`src/rtl/char_ctrl_pkg.sv`:
```
`default_nettype none
// ============================================================================
// Module  : char_ctrl_pkg
// Purpose : Shared types and constants for the character write sequencer:
//           FSM state encoding, host command codes and the default code
//           written by clear-screen.
// Ports   : none (package)
// Revision: 1.0 - initial release
// ============================================================================
package char_ctrl_pkg;

   typedef enum logic [1:0] {
      ST_IDLE  = 2'd0,
      ST_PEND  = 2'd1,
      ST_WRITE = 2'd2,
      ST_CLEAR = 2'd3
   } state_t;

   // Command codes carried in in_char[1:0] when in_ctrl = 1
   localparam logic [1:0] CMD_NEWLINE = 2'b00;
   localparam logic [1:0] CMD_HOME    = 2'b01;
   localparam logic [1:0] CMD_CLEAR   = 2'b10;
   localparam logic [1:0] CMD_NOP     = 2'b11;

   localparam logic [5:0] BLANK_CHAR_DEFAULT = 6'h3F;

endpackage : char_ctrl_pkg
`default_nettype wire

```
`src/rtl/char_write_ctrl_if.sv`:
```
`default_nettype none
// ============================================================================
// Module  : char_write_ctrl_if
// Purpose : Host-side character/command stream with valid/ready handshake.
// Signals : in_char  - character code, or command in [1:0] when in_ctrl=1
//           in_ctrl  - 1 = command, 0 = printable character
//           in_valid - host has a character/command
//           in_ready - sequencer can accept (transfer on valid & ready)
// Modports: master (host side), slave (sequencer side)
// Revision: 1.0 - initial release
// ============================================================================
interface char_write_ctrl_if #(
   parameter int CHAR_W = 6
);
   logic [CHAR_W-1:0] in_char;
   logic              in_ctrl;
   logic              in_valid;
   logic              in_ready;

   modport master (output in_char, output in_ctrl, output in_valid, input  in_ready);
   modport slave  (input  in_char, input  in_ctrl, input  in_valid, output in_ready);
endinterface : char_write_ctrl_if
`default_nettype wire

```
`src/rtl/char_cursor.sv`:
```
`default_nettype none
// ============================================================================
// Module  : char_cursor
// Purpose : Text cursor row/column counters. Supports advance, newline and
//           home. Rows always wrap NUM_ROWS-1 -> 0 (no scrolling).
//           Build option CHAR_CTRL_AUTOWRAP_EN: advancing past the last
//           column wraps to column 0 of the next row; otherwise the column
//           saturates at COLS-1.
// Ports   : clk, rst_n (async active-low), advance, newline, home,
//           row, col (current cursor position)
// Revision: 1.0 - initial release
// ============================================================================
module char_cursor #(
   parameter int NUM_ROWS = 8,
   parameter int COLS     = 32
) (
   input  wire                         clk,
   input  wire                         rst_n,
   input  wire                         advance,
   input  wire                         newline,
   input  wire                         home,
   output logic [$clog2(NUM_ROWS)-1:0] row,
   output logic [$clog2(COLS)-1:0]     col
);
   localparam int RW = $clog2(NUM_ROWS);
   localparam int CW = $clog2(COLS);
   localparam logic [RW-1:0] LAST_ROW = RW'(NUM_ROWS - 1);
   localparam logic [CW-1:0] LAST_COL = CW'(COLS - 1);

   logic [RW-1:0] row_next;

   assign row_next = (row == LAST_ROW) ? '0 : row + RW'(1);

   // home has priority over newline, newline over advance
   always_ff @(posedge clk or negedge rst_n) begin
      if (!rst_n) begin
         row <= '0;
         col <= '0;
      end else if (home) begin
         row <= '0;
         col <= '0;
      end else if (newline) begin
         row <= row_next;
         col <= '0;
      end else if (advance) begin
         if (col == LAST_COL) begin
`ifdef CHAR_CTRL_AUTOWRAP_EN
            row <= row_next;
            col <= '0;
`else
            // saturate: later characters overwrite the last column
            col <= LAST_COL;
`endif
         end else begin
            col <= col + CW'(1);
         end
      end
   end

endmodule : char_cursor
`default_nettype wire

```
`src/rtl/char_write_ctrl.sv`:
```
`default_nettype none
// ============================================================================
// Module  : char_write_ctrl
// Purpose : Write sequencer for the text-mode character row buffers. Accepts
//           characters/commands from the host, tracks a cursor and issues
//           row write strobes only while the VGA timing reports blanking.
//           Build option CHAR_CTRL_AUTOWRAP_EN selects column autowrap in the
//           cursor (see char_cursor).
// Ports   : clk, rst_n      - clock, async active-low reset
//           host           - char/command stream (char_write_ctrl_if.slave)
//           blank          - display blanking, writes permitted when high
//           wr_row_en      - one-hot row strobe (all ones during clear)
//           wr_col/wr_char - column address and code of the write
//           cursor_row/col - current cursor position
//           busy           - high in any state other than IDLE
// Revision: 1.0 - initial release
// ============================================================================
module char_write_ctrl
   import char_ctrl_pkg::*;
#(
   parameter int                NUM_ROWS   = 8,
   parameter int                COLS       = 32,
   parameter int                CHAR_W     = 6,
   parameter logic [CHAR_W-1:0] BLANK_CHAR = CHAR_W'(BLANK_CHAR_DEFAULT)
) (
   input  wire                         clk,
   input  wire                         rst_n,
   char_write_ctrl_if.slave            host,
   input  wire                         blank,
   output logic [NUM_ROWS-1:0]         wr_row_en,
   output logic [$clog2(COLS)-1:0]     wr_col,
   output logic [CHAR_W-1:0]           wr_char,
   output logic [$clog2(NUM_ROWS)-1:0] cursor_row,
   output logic [$clog2(COLS)-1:0]     cursor_col,
   output logic                        busy
);
   localparam int CW = $clog2(COLS);
   localparam logic [CW-1:0]       LAST_COL = CW'(COLS - 1);
   localparam logic [NUM_ROWS-1:0] ROW_ONE  = {{(NUM_ROWS-1){1'b0}}, 1'b1};

   state_t              state_q, state_d;
   logic [CHAR_W-1:0]   held_q, held_d;
   logic [CW-1:0]       sweep_q, sweep_d;
   logic [NUM_ROWS-1:0] row_en_d;
   logic [CW-1:0]       col_d;
   logic [CHAR_W-1:0]   char_d;
   logic                cur_adv, cur_nl, cur_home;

   char_cursor #(
      .NUM_ROWS (NUM_ROWS),
      .COLS     (COLS)
   ) u_cursor (
      .clk     (clk),
      .rst_n   (rst_n),
      .advance (cur_adv),
      .newline (cur_nl),
      .home    (cur_home),
      .row     (cursor_row),
      .col     (cursor_col)
   );

   assign host.in_ready = (state_q == ST_IDLE);
   assign busy          = (state_q != ST_IDLE);

   // Write-port outputs are registered: the strobe is loaded on the edge
   // that closes a blank-high cycle, so it is visible in the following cycle.
   always_comb begin
      state_d  = state_q;
      held_d   = held_q;
      sweep_d  = sweep_q;
      row_en_d = '0;
      col_d    = wr_col;
      char_d   = wr_char;
      cur_adv  = 1'b0;
      cur_nl   = 1'b0;
      cur_home = 1'b0;

      case (state_q)
         ST_IDLE: begin
            if (host.in_valid) begin
               if (!host.in_ctrl) begin
                  held_d  = host.in_char;
                  state_d = ST_PEND;
               end else begin
                  case (host.in_char[1:0])
                     CMD_NEWLINE: cur_nl   = 1'b1;
                     CMD_HOME:    cur_home = 1'b1;
                     CMD_CLEAR: begin
                        sweep_d = '0;
                        state_d = ST_CLEAR;
                     end
                     default: ;  // CMD_NOP: accepted and dropped
                  endcase
               end
            end
         end

         ST_PEND: begin
            if (blank) begin
               state_d  = ST_WRITE;
               row_en_d = ROW_ONE << cursor_row;
               col_d    = cursor_col;
               char_d   = held_q;
            end
         end

         ST_WRITE: begin
            // strobe is already committed; blank no longer matters here
            cur_adv = 1'b1;
            state_d = ST_IDLE;
         end

         ST_CLEAR: begin
            if (blank) begin
               row_en_d = '1;
               col_d    = sweep_q;
               char_d   = BLANK_CHAR;
               if (sweep_q == LAST_COL) begin
                  cur_home = 1'b1;
                  state_d  = ST_IDLE;
               end else begin
                  sweep_d = sweep_q + CW'(1);
               end
            end
         end

         default: state_d = ST_IDLE;
      endcase
   end

   always_ff @(posedge clk or negedge rst_n) begin
      if (!rst_n) begin
         state_q   <= ST_IDLE;
         held_q    <= '0;
         sweep_q   <= '0;
         wr_row_en <= '0;
         wr_col    <= '0;
         wr_char   <= '0;
      end else begin
         state_q   <= state_d;
         held_q    <= held_d;
         sweep_q   <= sweep_d;
         wr_row_en <= row_en_d;
         wr_col    <= col_d;
         wr_char   <= char_d;
      end
   end

endmodule : char_write_ctrl
`default_nettype wire

```
`src/flat_wrapper.sv`:
```
// flat-port wrapper written by rule: the top's interface ports become plain ports
module char_write_ctrl_flat import char_ctrl_pkg::*;
#(
   parameter int                NUM_ROWS   = 8,
   parameter int                COLS       = 32,
   parameter int                CHAR_W     = 6,
   parameter logic [CHAR_W-1:0] BLANK_CHAR = CHAR_W'(BLANK_CHAR_DEFAULT)
)
  (clk, rst_n, blank, wr_row_en, wr_col, wr_char, cursor_row, cursor_col, busy, host_in_char, host_in_ctrl, host_in_valid, host_in_ready);
  char_write_ctrl_if #(.CHAR_W(CHAR_W)) host_i ();
  input  wire clk;
  input  wire rst_n;
  input  wire blank;
  output logic [NUM_ROWS-1:0] wr_row_en;
  output logic [$clog2(COLS)-1:0] wr_col;
  output logic [CHAR_W-1:0] wr_char;
  output logic [$clog2(NUM_ROWS)-1:0] cursor_row;
  output logic [$clog2(COLS)-1:0] cursor_col;
  output logic busy;
  input wire logic [$bits(host_i.in_char)-1:0] host_in_char;
  input wire logic [$bits(host_i.in_ctrl)-1:0] host_in_ctrl;
  input wire logic [$bits(host_i.in_valid)-1:0] host_in_valid;
  output wire logic [$bits(host_i.in_ready)-1:0] host_in_ready;
  assign host_i.in_char = host_in_char;
  assign host_i.in_ctrl = host_in_ctrl;
  assign host_i.in_valid = host_in_valid;
  assign host_in_ready = host_i.in_ready;
  char_write_ctrl #(.NUM_ROWS(NUM_ROWS), .COLS(COLS), .CHAR_W(CHAR_W), .BLANK_CHAR(BLANK_CHAR)) u_core (.clk(clk), .rst_n(rst_n), .host(host_i), .blank(blank), .wr_row_en(wr_row_en), .wr_col(wr_col), .wr_char(wr_char), .cursor_row(cursor_row), .cursor_col(cursor_col), .busy(busy));
endmodule
```
`config.mk`:
```
export PLATFORM = sky130hd
export DESIGN_NAME = char_write_ctrl_flat
export DESIGN_NICKNAME = d
export VERILOG_FILES = /design/src/rtl/char_ctrl_pkg.sv /design/src/rtl/char_write_ctrl_if.sv /design/src/rtl/char_cursor.sv /design/src/rtl/char_write_ctrl.sv /design/src/flat_wrapper.sv
export SDC_FILE = /design/constraint.sdc
export NUM_CORES = 1
export LEC_CHECK = 0
export CAP_MARGIN = 25
export CORE_UTILIZATION = 56
export DETAILED_ROUTE_END_ITERATION = 10
export GPL_ROUTABILITY_DRIVEN = 0
export PLACE_DENSITY = 0.85
export SYNTH_ARGS = -nofsm -noshare
export SYNTH_HDL_FRONTEND = slang
export SYNTH_SLANG_ARGS = --single-unit
```
`constraint.sdc`:
```
create_clock -name clk -period 2.6 [get_ports clk]
set_input_delay 0.39 -clock clk [delete_from_list [all_inputs] [get_ports clk]]
set_output_delay 0.39 -clock clk [all_outputs]
set_load 0.005 [all_outputs]
```
==> metrics.yaml, run 1 <==
status: "completed"
worstSetupStartpointType: "flop"
netlist-cell-type-count: 36
r2r-start: "u_core.sweep_q[0]"
clock_latency_ns: 0.30
dp_hpwl_mm: 3.21
hold_buffers: 0
use_met3_pct: 4.64
tns_ns: 0
num_antenna_cells: 0
synth_most_common_cell: "dfrtp_1"
reg2reg_slack_ns: 0.64
fin_nets: 272
synth_async_sr_flop_share_pct: 100
grtUsageTotal_pct: 25.4
rsz0062_at_grt: "false"
crit_buf_inv: 2
area_growth_pct: 23.9
ir_drop_uv: 761
drt-total-wl_mm: 4.70
clk_pin_slew_ns: 0.07
syn_inst: 212
internal_power_mw: 1.77
cts_setup_buffers: 0
first_pass_iters: 4
rows: 22
ys_warn_count: 0
via_per_inst: 5.99
path_cells: "inv_1 > ha_1 > clkdlybuf4s50_1"
p_comb_share_pct: 43.4
p_leak_nw: 1.17
cts-root-buf: "clkbuf_8"
path_max_fanout: 13
worstPathRequired_ns: 2.21
setup.worst_path.class: "reg -> out"
clockBufferDepth: 2
synth_commonest_cells: "dfrtp_1 (40), a21oi_1 (21), o21ai_0 (14), ha_1 (13), nand3b_1 (13)"
crit_path_end_kind: "output port"
pin_count: 40
cts-resized-gates: 0
initial_core_util_pct: 58.8
drtIter0Drc: 84
drt.antenna.violating_nets: 0
grt_pass1_vias: 1594
finClkSkew_ns: 0.00668
synth-edff-count: 0
synth_ff_type: "dfrtp_1"
ys_ff_latch: 40
p_sw_mw: 0.993
grtUsageMet2_pct: 37.1
netlist.area_leader.share_pct: 46.5
whs_ns: 0.191
chipHeight_um: 64.0
hold_path_class: "in -> async"
syn_area_mm2: 0.00215
synth.avg_cell_area_um2: 10.2
cp.arrival_ns: 1.80
met1_usage_pct: 35.9
layout-drive-gt1-share_pct: 6.83
clock-sinks: 40
seq_area_frac_synth_pct: 46.5
slew_headroom_pct: 43.9
grt_pass1_wl_mm: 7.80
synth_nets: 236
htreeDepth: 2
grt_overflow: 0
cpPeakStageDelay_ns: 0.58
reg2reg_depth: 6
via_count: 1779
slowest_stage: "clkdlybuf4s50_1"
yosysTopAreaCell: "dfrtp_1"
powerDensity_mw_per_mm2: 1040
worst_slew_pin_slew_ns: 0.841
switching_share_pct: 35.9
portBuffers: 39
global_route.peak_usage_layer: "met2"
grt_max_degree: 41
core_area_mm2: 0.00366
post-route-period-util_pct: 84.1
antenna_found_initial: 0
p_seq_share_pct: 38.7
timing.final.crit_period_ns: 2.19
cts-buffers-inserted: 5
cts_tree: "yes"
r2r-end: "u_core.sweep_q[0]"
setup_viol: 0
maxSlewViolCount: 0
die_area_mm2: 0.00410
hold_viol: 0
fmax_mhz: 457
ys_top_cells_by_area: "dfrtp_1 (46%), ha_1 (7.6%), a21oi_1 (4.9%)"
crit_family: "buffers and inverters"
clkPwrFrac_pct: 17.9
route.detailed.drc: 0
fillCellCount: 264
route.detailed.wl_per_inst_um: 15.8
drv_cap: 0
die_width_um: 64.0
## power by group through the flow
stage / sequential [mW] / clock (mW) / combinational, mW
after floorplan: 1.03 / 0 / 0.679
after global placement: 1.07 / 0 / 1.16
after detailed placement: 1.08 / 0 / 1.19
after CTS: 1.07 / 0.501 / 1.20
after global routing: 1.10 / 0.534 / 1.33
final: 1.07 / 0.495 / 1.20
## layout by cell type (no fill, tap or decap), types with 6 or more instances in the layout
master,instances
inv_1,10
nand2_1,7
a21oi_1,21
nor2_1,10
o22ai_1,7
nand2b_1,6
o21ai_0,14
ha_1,13
clkdlybuf4s50_1,38
nor2b_1,7
nand3b_1,13
dfrtp_1,40
## sequential cells by signal, summed over array words and instances, names as in the netlist
register             cells
u_core.u_cursor.col      5
u_core.held_q            6
u_core.u_cursor.row      3
u_core.wr_char           6
u_core.state_q           2
u_core.wr_col            5
u_core.wr_row_en         8
u_core.sweep_q           5
## routing by layer
layer,share of wire [%],routed length (µm),vias to the layer above
li1,-,-,851
met1,47,2200,849
met2,46,2160,70
met3,4.8,227,9
met4,2.4,111,0
met5,0,0,-
## metrics by stage
step,setup WS (ns),power (mW),cells,area [µm²],utilization [%]
5_1_grt,0.283,2.96,297,2670,72.9
3_3_place_gp,0.678,2.23,289,2560,70.0
6_report,0.412,2.77,297,2670,72.9
3_5_place_dp,0.646,2.27,289,2560,70.0
4_1_cts,0.415,2.77,297,2670,72.9
2_1_floorplan,0.864,1.71,212,2150,-
## cell type report
class	count	area (µm²)	area share [%]
clock buffers	6	72.6	2.72
clock inverters	2	35.0	1.31
inverters	10	37.5	1.41
multi-input cells	150	1060	39.8
flip-flops and latches	40	1000	37.5
well taps	48	60.1	2.25
repair buffers	41	400	15.0
## kinds of logic after synthesis
logic type	synth area share (%)
adder cells (fa/ha/maj)	7.55
buffers and inverters	4.18
AND/OR/NAND/NOR	18.3
AO/OA/AOI/OAI	20.5
XOR/XNOR	0.407
multiplexers	2.61
flip-flops	46.5
## worst max-delay path by stage
stage,from,endpoint,slack (ns),depth (start not counted)
5_1_grt,u_core.state_q[0],host_in_ready,0.28,3
3_3_place_gp,host_in_char[0],u_core.sweep_q[0],0.68,4
3_5_place_dp,host_in_char[0],u_core.sweep_q[1],0.65,4
4_1_cts,u_core.state_q[1],host_in_ready,0.41,3
2_1_floorplan,u_core.sweep_q[0],u_core.sweep_q[0],0.86,6
6_report,u_core.state_q[0],host_in_ready,0.41,3
## worst register-to-register path, stage by stage (launching register included)
cell and delay [ns]:
dfrtp_1 0.44, ha_1 0.25, and3_1 0.19, ha_1 0.23
nand2b_1 0.24, a2111oi_0 0.40, a211o_1 0.16
No activity file was read; power rests on OpenSTA's default activity.
==> run 2: changes to the inputs <==
--- a/config.mk
+++ b/config.mk
@@ -6,10 +6,10 @@
 export NUM_CORES = 1
 export LEC_CHECK = 0
 export CAP_MARGIN = 25
-export CORE_UTILIZATION = 56
+export CORE_UTILIZATION = 52
 export DETAILED_ROUTE_END_ITERATION = 10
 export GPL_ROUTABILITY_DRIVEN = 0
-export PLACE_DENSITY = 0.85
+export PLACE_DENSITY = 0.8
 export SYNTH_ARGS = -nofsm -noshare
 export SYNTH_HDL_FRONTEND = slang
 export SYNTH_SLANG_ARGS = --single-unit
==> constraint.sdc (replaced) <==
create_clock -name clk -period 2.14 [get_ports clk]
set_input_delay 0.321 -clock clk [delete_from_list [all_inputs] [get_ports clk]]
set_output_delay 0.321 -clock clk [all_outputs]
set_load 0.005 [all_outputs]
==> run 2 against run 1 <==
Flip-flop and latch count did not move. Critical path type unchanged. Design area rose by 1.5%. Combinational power rose by 23%. Wire length fell by 2.5%. Highest routed layer unchanged. Core utilization fell by 5.2 points. Final cell count rose by 1.7%. Setup slack got worse by 0.31 ns.
==> metrics.yaml, run 2 (synthesized netlist as in run 1, its figures left out) <==
cts-root-buf: "clkbuf_8"
cts_setup_buffers: 0  # unchanged
portBuffers: 39  # unchanged
layout.cells.most_common_list: "dfrtp_1 (40), clkdlybuf4s50_1 (38), a21oi_1 (21)"
grtUsageMet2_pct: 35.1  # -2.0 points
design_area_mm2: 0.00271  # +1.5%
area_growth_pct: 25.7
grtUsageTotal_pct: 22.9  # -2.6 points
clock_latency_ns: 0.29  # about the same
setup.worst_path.class: "reg -> out"
drt-total-wl_mm: 4.58  # -2.5%
initial_core_util_pct: 53.8  # -5.0 points
via_count: 1815  # +2.0%
worstSetupStartpointType: "flop"
pin_count: 40  # unchanged
slew_headroom_pct: 42.2  # -1.7 points
powerDensity_mw_per_mm2: 1260  # +21%
final_cells: 302  # +1.7%
chipHeight_um: 66.4  # +3.7%
placed_cell_area_mm2: 0.00259  # +0.98%
reg2reg_slack_ns: 0.14  # -0.50 ns
mostFrequentLayoutCell: "dfrtp_1"
maxSlewViolCount: 0  # unchanged
route.detailed.drc: 0  # unchanged
finClkSkew_ns: 0.00351  # -0.00317 ns
route.detailed.wl_per_inst_um: 15.2  # -4.1%
cts_tree: "yes"
worstPathRequired_ns: 1.82  # -0.39 ns
met1_usage_pct: 32.6  # -3.3 points
hold_buffers: 0  # unchanged
use_met3_pct: 3.62  # -1.0 points
die_width_um: 66.4  # +3.7%
ir_drop_uv: 769  # +1.1%
timing.final.crit_period_ns: 2.04
fin_nets: 275  # +1.1%
grt_max_degree: 41  # unchanged
fillCellCount: 318  # +20%
crit_path_end_kind: "output port"
reg2reg_depth: 6  # unchanged
grt_pass1_wl_mm: 7.52  # -3.5%
path_max_fanout: 8  # -5
via_per_inst: 6.01  # +0.33%
rows: 23  # +4.5%
cts-buffers-inserted: 5  # unchanged
top_regs: "u_core.wr_row_en: 8 flops, u_core.held_q: 6 flops, u_core.wr_char: 6 flops"
tns_ns: 0  # unchanged
placed_cells: 294  # +1.7%
p_leak_nw: 1.19  # +1.8%
drtIter0Drc: 135  # +61%
first_pass_iters: 4  # unchanged
finalPower_mw: 3.40  # +23%
cp.arrival_ns: 1.72  # -0.08 ns
setup_viol: 0  # unchanged
hold_path_class: "in -> async"
clockBufferDepth: 2  # unchanged
dp_hpwl_mm: 3.21  # about the same
antenna_found_initial: 0  # unchanged
clock-sinks: 40  # unchanged
layout-drive-gt1-share_pct: 8.33  # +1.5 points
cts-resized-gates: 0  # unchanged
largest-register: "u_core.wr_row_en"
largest_reg_flops: 8  # unchanged
htreeDepth: 2  # unchanged
global_route.peak_usage_layer: "met2"
clk_pin_slew_ns: 0.08  # about the same
num_antenna_cells: 0  # unchanged
drt.antenna.violating_nets: 0  # unchanged
core_area_mm2: 0.00400  # +9.3%
hold_viol: 0  # unchanged
grt_pass1_vias: 1572  # -1.4%
drv_cap: 0  # unchanged
post-route-period-util_pct: 95.2
grt_overflow: 0  # unchanged
status: "completed"
rsz0062_at_grt: "false"
fmax_mhz: 491
whs_ns: 0.139  # -0.0522 ns
die_area_mm2: 0.00440  # +7.4%
worst_slew_pin_slew_ns: 0.866  # +0.0248 ns
-- run 2: area by class of cell --
type | count | area [µm²] | share of cell area, %
multi-input cells | 150 | 1060 | 39.2
clock buffers | 6 | 82.6 | 3.05
inverters | 10 | 37.5 | 1.39
well taps | 50 | 62.6 | 2.31
repair buffers | 44 | 423 | 15.6
flip-flops and latches | 40 | 1000 | 37.0
clock inverters | 2 | 38.8 | 1.43
-- run 2: layer usage --
| layer | up-vias | wire length, µm |
|---|---|---|
| met4 | 0 | 71 |
| met3 | 7 | 250 |
| met2 | 67 | 2180 |
| li1 | 860 | - |
| met5 | - | 0 |
| met1 | 881 | 2080 |
-- run 2: critical path: stages (launching register included) --
cell	delay (ns)
dfrtp_1	0.40
inv_1	0.10
ha_1	0.35
clkdlybuf4s50_1	0.57
-- run 2: path summary, 6_finish.rpt --
| check | start | end |
|---|---|---|
| worst max-delay path | u_core.state_q[0] | host_in_ready |
| worst min register to register | u_core.held_q[0] | u_core.held_q[0] |
| worst max register to register | u_core.sweep_q[0] | u_core.sweep_q[1] |
| min in group clk | u_core.held_q[0] | u_core.held_q[0] |
| worst min-delay path | rst_n | u_core.wr_row_en[1] |
| max in group asynchronous | rst_n | u_core.sweep_q[2] |
-- run 2: power by group --
group / total [mW] / switching, mW / internal [mW]
clock: 0.652 / 0.270 / 0.381
combinational: 1.47 / 0.678 / 0.791
sequential: 1.28 / 0.252 / 1.03
total: 3.40 / 1.20 / 2.20
-- run 2: stage by stage --
step                      util [%]  worst slack (ns)
after detailed placement      64.7             0.251
after global routing          67.7            0.0344
after CTS                     67.7             0.123
final                         67.7             0.102
after global placement        64.7             0.244
after floorplan                  -             0.404
==> run 3: changes to the inputs <==
--- a/config.mk
+++ b/config.mk
@@ -5,11 +5,12 @@
 export SDC_FILE = /design/constraint.sdc
 export NUM_CORES = 1
 export LEC_CHECK = 0
+export ABC_AREA = 1
 export CAP_MARGIN = 25
-export CORE_UTILIZATION = 52
+export CORE_UTILIZATION = 51
 export DETAILED_ROUTE_END_ITERATION = 10
 export GPL_ROUTABILITY_DRIVEN = 0
-export PLACE_DENSITY = 0.8
+export PLACE_DENSITY = 0.79
 export SYNTH_ARGS = -nofsm -noshare
 export SYNTH_HDL_FRONTEND = slang
 export SYNTH_SLANG_ARGS = --single-unit
==> run 3 against run 2 <==
Largest power group unchanged. Sequential power hardly changed. Critical endpoint unchanged. Register-to-register slack better by 0.26 ns. Non-clock buffer count is 3 lower. Highest routed layer unchanged. Flip-flop and latch count stayed put. Count of clock-buffer cells in the layout is 1 lower. Wire length is 8.7% lower. Sequential share of layout area is 1.5 points higher. Worst hold slack worse by 0.024 ns. Via count is 3.7% lower. Synthesized cell count is 23% higher. Power is 0.21% lower.
==> metrics.yaml, run 3 <==
mostFrequentLayoutCell: "nand2_1"
clock_latency_ns: 0.30  # about the same
fmax_mhz: 510  # +4.0%
pin_count: 40  # unchanged
p_sw_mw: 1.24  # +3.4%
ys_ff_latch: 40  # unchanged
netlist.area_leader.share_pct: 48.2  # +1.7 points
antenna_found_initial: 0  # unchanged
ys_top_cells_by_area: "dfrtp_1 (48%), nand2_1 (17%), ha_1 (7.8%)"
p_leak_nw: 1.36  # +14%
crit_path_end_kind: "output port"
dp_hpwl_mm: 3.12  # -2.9%
ys_warn_count: 0  # unchanged
num_antenna_cells: 0  # unchanged
p_seq_share_pct: 37.1  # -0.5 points
largest-register: "u_core.wr_row_en"
grt_pass1_vias: 1641  # +4.4%
setup.worst_path.class: "reg -> out"
whs_ns: 0.115  # -0.0242 ns
htreeDepth: 2  # unchanged
cts-resized-gates: 0  # unchanged
rows: 22  # -4.3%
cts-root-buf: "clkbuf_8"
timing.final.crit_period_ns: 1.96  # -0.0783 ns
internal_power_mw: 2.15  # -2.2%
synth-edff-count: 0  # unchanged
die_width_um: 65.8  # -0.78%
powerDensity_mw_per_mm2: 1310  # +4.0%
largest_reg_flops: 8  # unchanged
post-route-util_pct: 68.9  # +1.2 points
drv_cap: 0  # unchanged
yosysTopAreaCell: "dfrtp_1"
chipHeight_um: 65.8  # -0.78%
synth_commonest_cells: "nand2_1 (94), dfrtp_1 (40), inv_1 (30), nor2_1 (24), o21ai_0 (22)"
tns_ns: 0  # unchanged
setup_viol: 0  # unchanged
synth_ff_type: "dfrtp_1"
grt_overflow: 0  # unchanged
finClkSkew_ns: 0.0118  # +0.00830 ns
layout.cells.most_common_list: "nand2_1 (94), dfrtp_1 (40), clkdlybuf4s50_1 (38)"
worst_slew_pin_slew_ns: 0.839  # -0.0275 ns
cp.arrival_ns: 1.64  # -0.08 ns
clock-sinks: 40  # unchanged
initial_core_util_pct: 55.1  # +1.3 points
hold_viol: 0  # unchanged
netlist-cell-type-count: 23  # -36%
layout-drive-gt1-share_pct: 5.92  # -2.4 points
grtUsageTotal_pct: 22.4  # -0.46 points
status: "completed"
grt_pass1_wl_mm: 7.14  # -5.1%
drt.antenna.violating_nets: 0  # unchanged
slew_headroom_pct: 44.1  # +1.8 points
ir_drop_uv: 641  # -17%
clkPwrFrac_pct: 18.2  # -1.0 points
grt_max_degree: 41  # unchanged
maxSlewViolCount: 0  # unchanged
cts_tree: "yes"
reg2reg_slack_ns: 0.40  # +0.26 ns
clockBufferDepth: 2  # unchanged
portBuffers: 39  # unchanged
route.detailed.wl_per_inst_um: 11.9  # -22%
area_growth_pct: 25.0
worstPathRequired_ns: 1.82  # about the same
hold_buffers: 0  # unchanged
via_count: 1748  # -3.7%
synth_most_common_cell: "nand2_1"
post-route-period-util_pct: 91.6  # -3.7 points
syn_inst: 261  # +23%
clk_pin_slew_ns: 0.08  # about the same
fin_nets: 327  # +19%
cts-buffers-inserted: 5  # unchanged
cts_setup_buffers: 0  # unchanged
drtIter0Drc: 125  # -7.4%
worstSetupStartpointType: "flop"
hold_path_class: "in -> async"
rsz0062_at_grt: "false"
core_area_mm2: 0.00377  # -5.7%
p_comb_share_pct: 44.6  # +1.4 points
synth_nets: 285  # +21%
path_max_fanout: 10  # +2
syn_area_mm2: 0.00208  # -3.5%
first_pass_iters: 4  # unchanged
top_regs: "u_core.wr_row_en: 8 flops, u_core.held_q: 6 flops, u_core.wr_char: 6 flops"
die_area_mm2: 0.00433  # -1.5%
seq_area_frac_synth_pct: 48.2  # +1.7 points
synth_async_sr_flop_share_pct: 100  # unchanged
via_per_inst: 4.97  # -17%
drt-total-wl_mm: 4.18  # -8.7%
synth.avg_cell_area_um2: 7.96  # -22%
switching_share_pct: 36.6  # +1.3 points
route.detailed.drc: 0  # unchanged
run 3: cells by family after synthesis:
family	share of synthesized area [%]
XOR/XNOR	0.843
AO/OA/AOI/OAI	7.71
flip-flops	48.2
buffers and inverters	8.19
adder cells (fa/ha/maj)	7.83
AND/OR/NAND/NOR	27.3
run 3: routing by layer:
metal / global-route usage (%) / share of wire, % / wire [µm]
met1: 26.5 / 44 / 1830
met4: 9.78 / 1.9 / 78
met5: 0 / 0 / 0
met3: 5.17 / 3.7 / 156
met2: 38.5 / 51 / 2120
run 3: worst paths after layout:
check,to,cells after the start,start
worst max-delay path,host_in_ready,3,u_core.state_q[0]
worst min-delay path,u_core.state_q[1],1,rst_n
worst max register to register,u_core.wr_col[2],5,u_core.state_q[0]
worst min register to register,u_core.wr_char[4],2,u_core.wr_char[4]
max in group asynchronous,u_core.wr_row_en[2],1,rst_n
min in group clk,u_core.wr_char[4],2,u_core.wr_char[4]
run 3: worst max-delay path: stages, from the launching register on:
cell and delay [ns]:
dfrtp_1 0.42, inv_1 0.11, ha_2 0.29, clkdlybuf4s50_1 0.53
run 3: power groups by stage:
stage | sequential [mW] | combinational [mW] | clock (mW)
2_1_floorplan | 1.25 | 0.876 | 0
3_3_place_gp | 1.26 | 1.48 | 0
3_5_place_dp | 1.27 | 1.52 | 0
4_1_cts | 1.26 | 1.52 | 0.624
5_1_grt | 1.30 | 1.72 | 0.659
6_report | 1.26 | 1.51 | 0.619
run 3: layout make-up:
| class | instances | area (µm²) |
|---|---|---|
| clock buffer | 5 | 68.8 |
| clock inverter | 3 | 42.5 |
| fill | 331 | 1170 |
| inverter | 31 | 116 |
| multi-input combinational | 184 | 910 |
| sequential | 40 | 1000 |
| tap | 48 | 60.1 |
| timing repair buffer | 41 | 400 |
run 3: metrics by stage:
step                cell area (µm²)  power, mW  worst slack (ns)  cells
floorplan                      2080       2.13             0.639    261
global placement               2480       2.74             0.452    344
finish                         2600       3.39             0.180    352
global route                   2600       3.68            0.0897    352
detailed placement             2480       2.79             0.398    344
CTS                            2600       3.41            0.0777    352
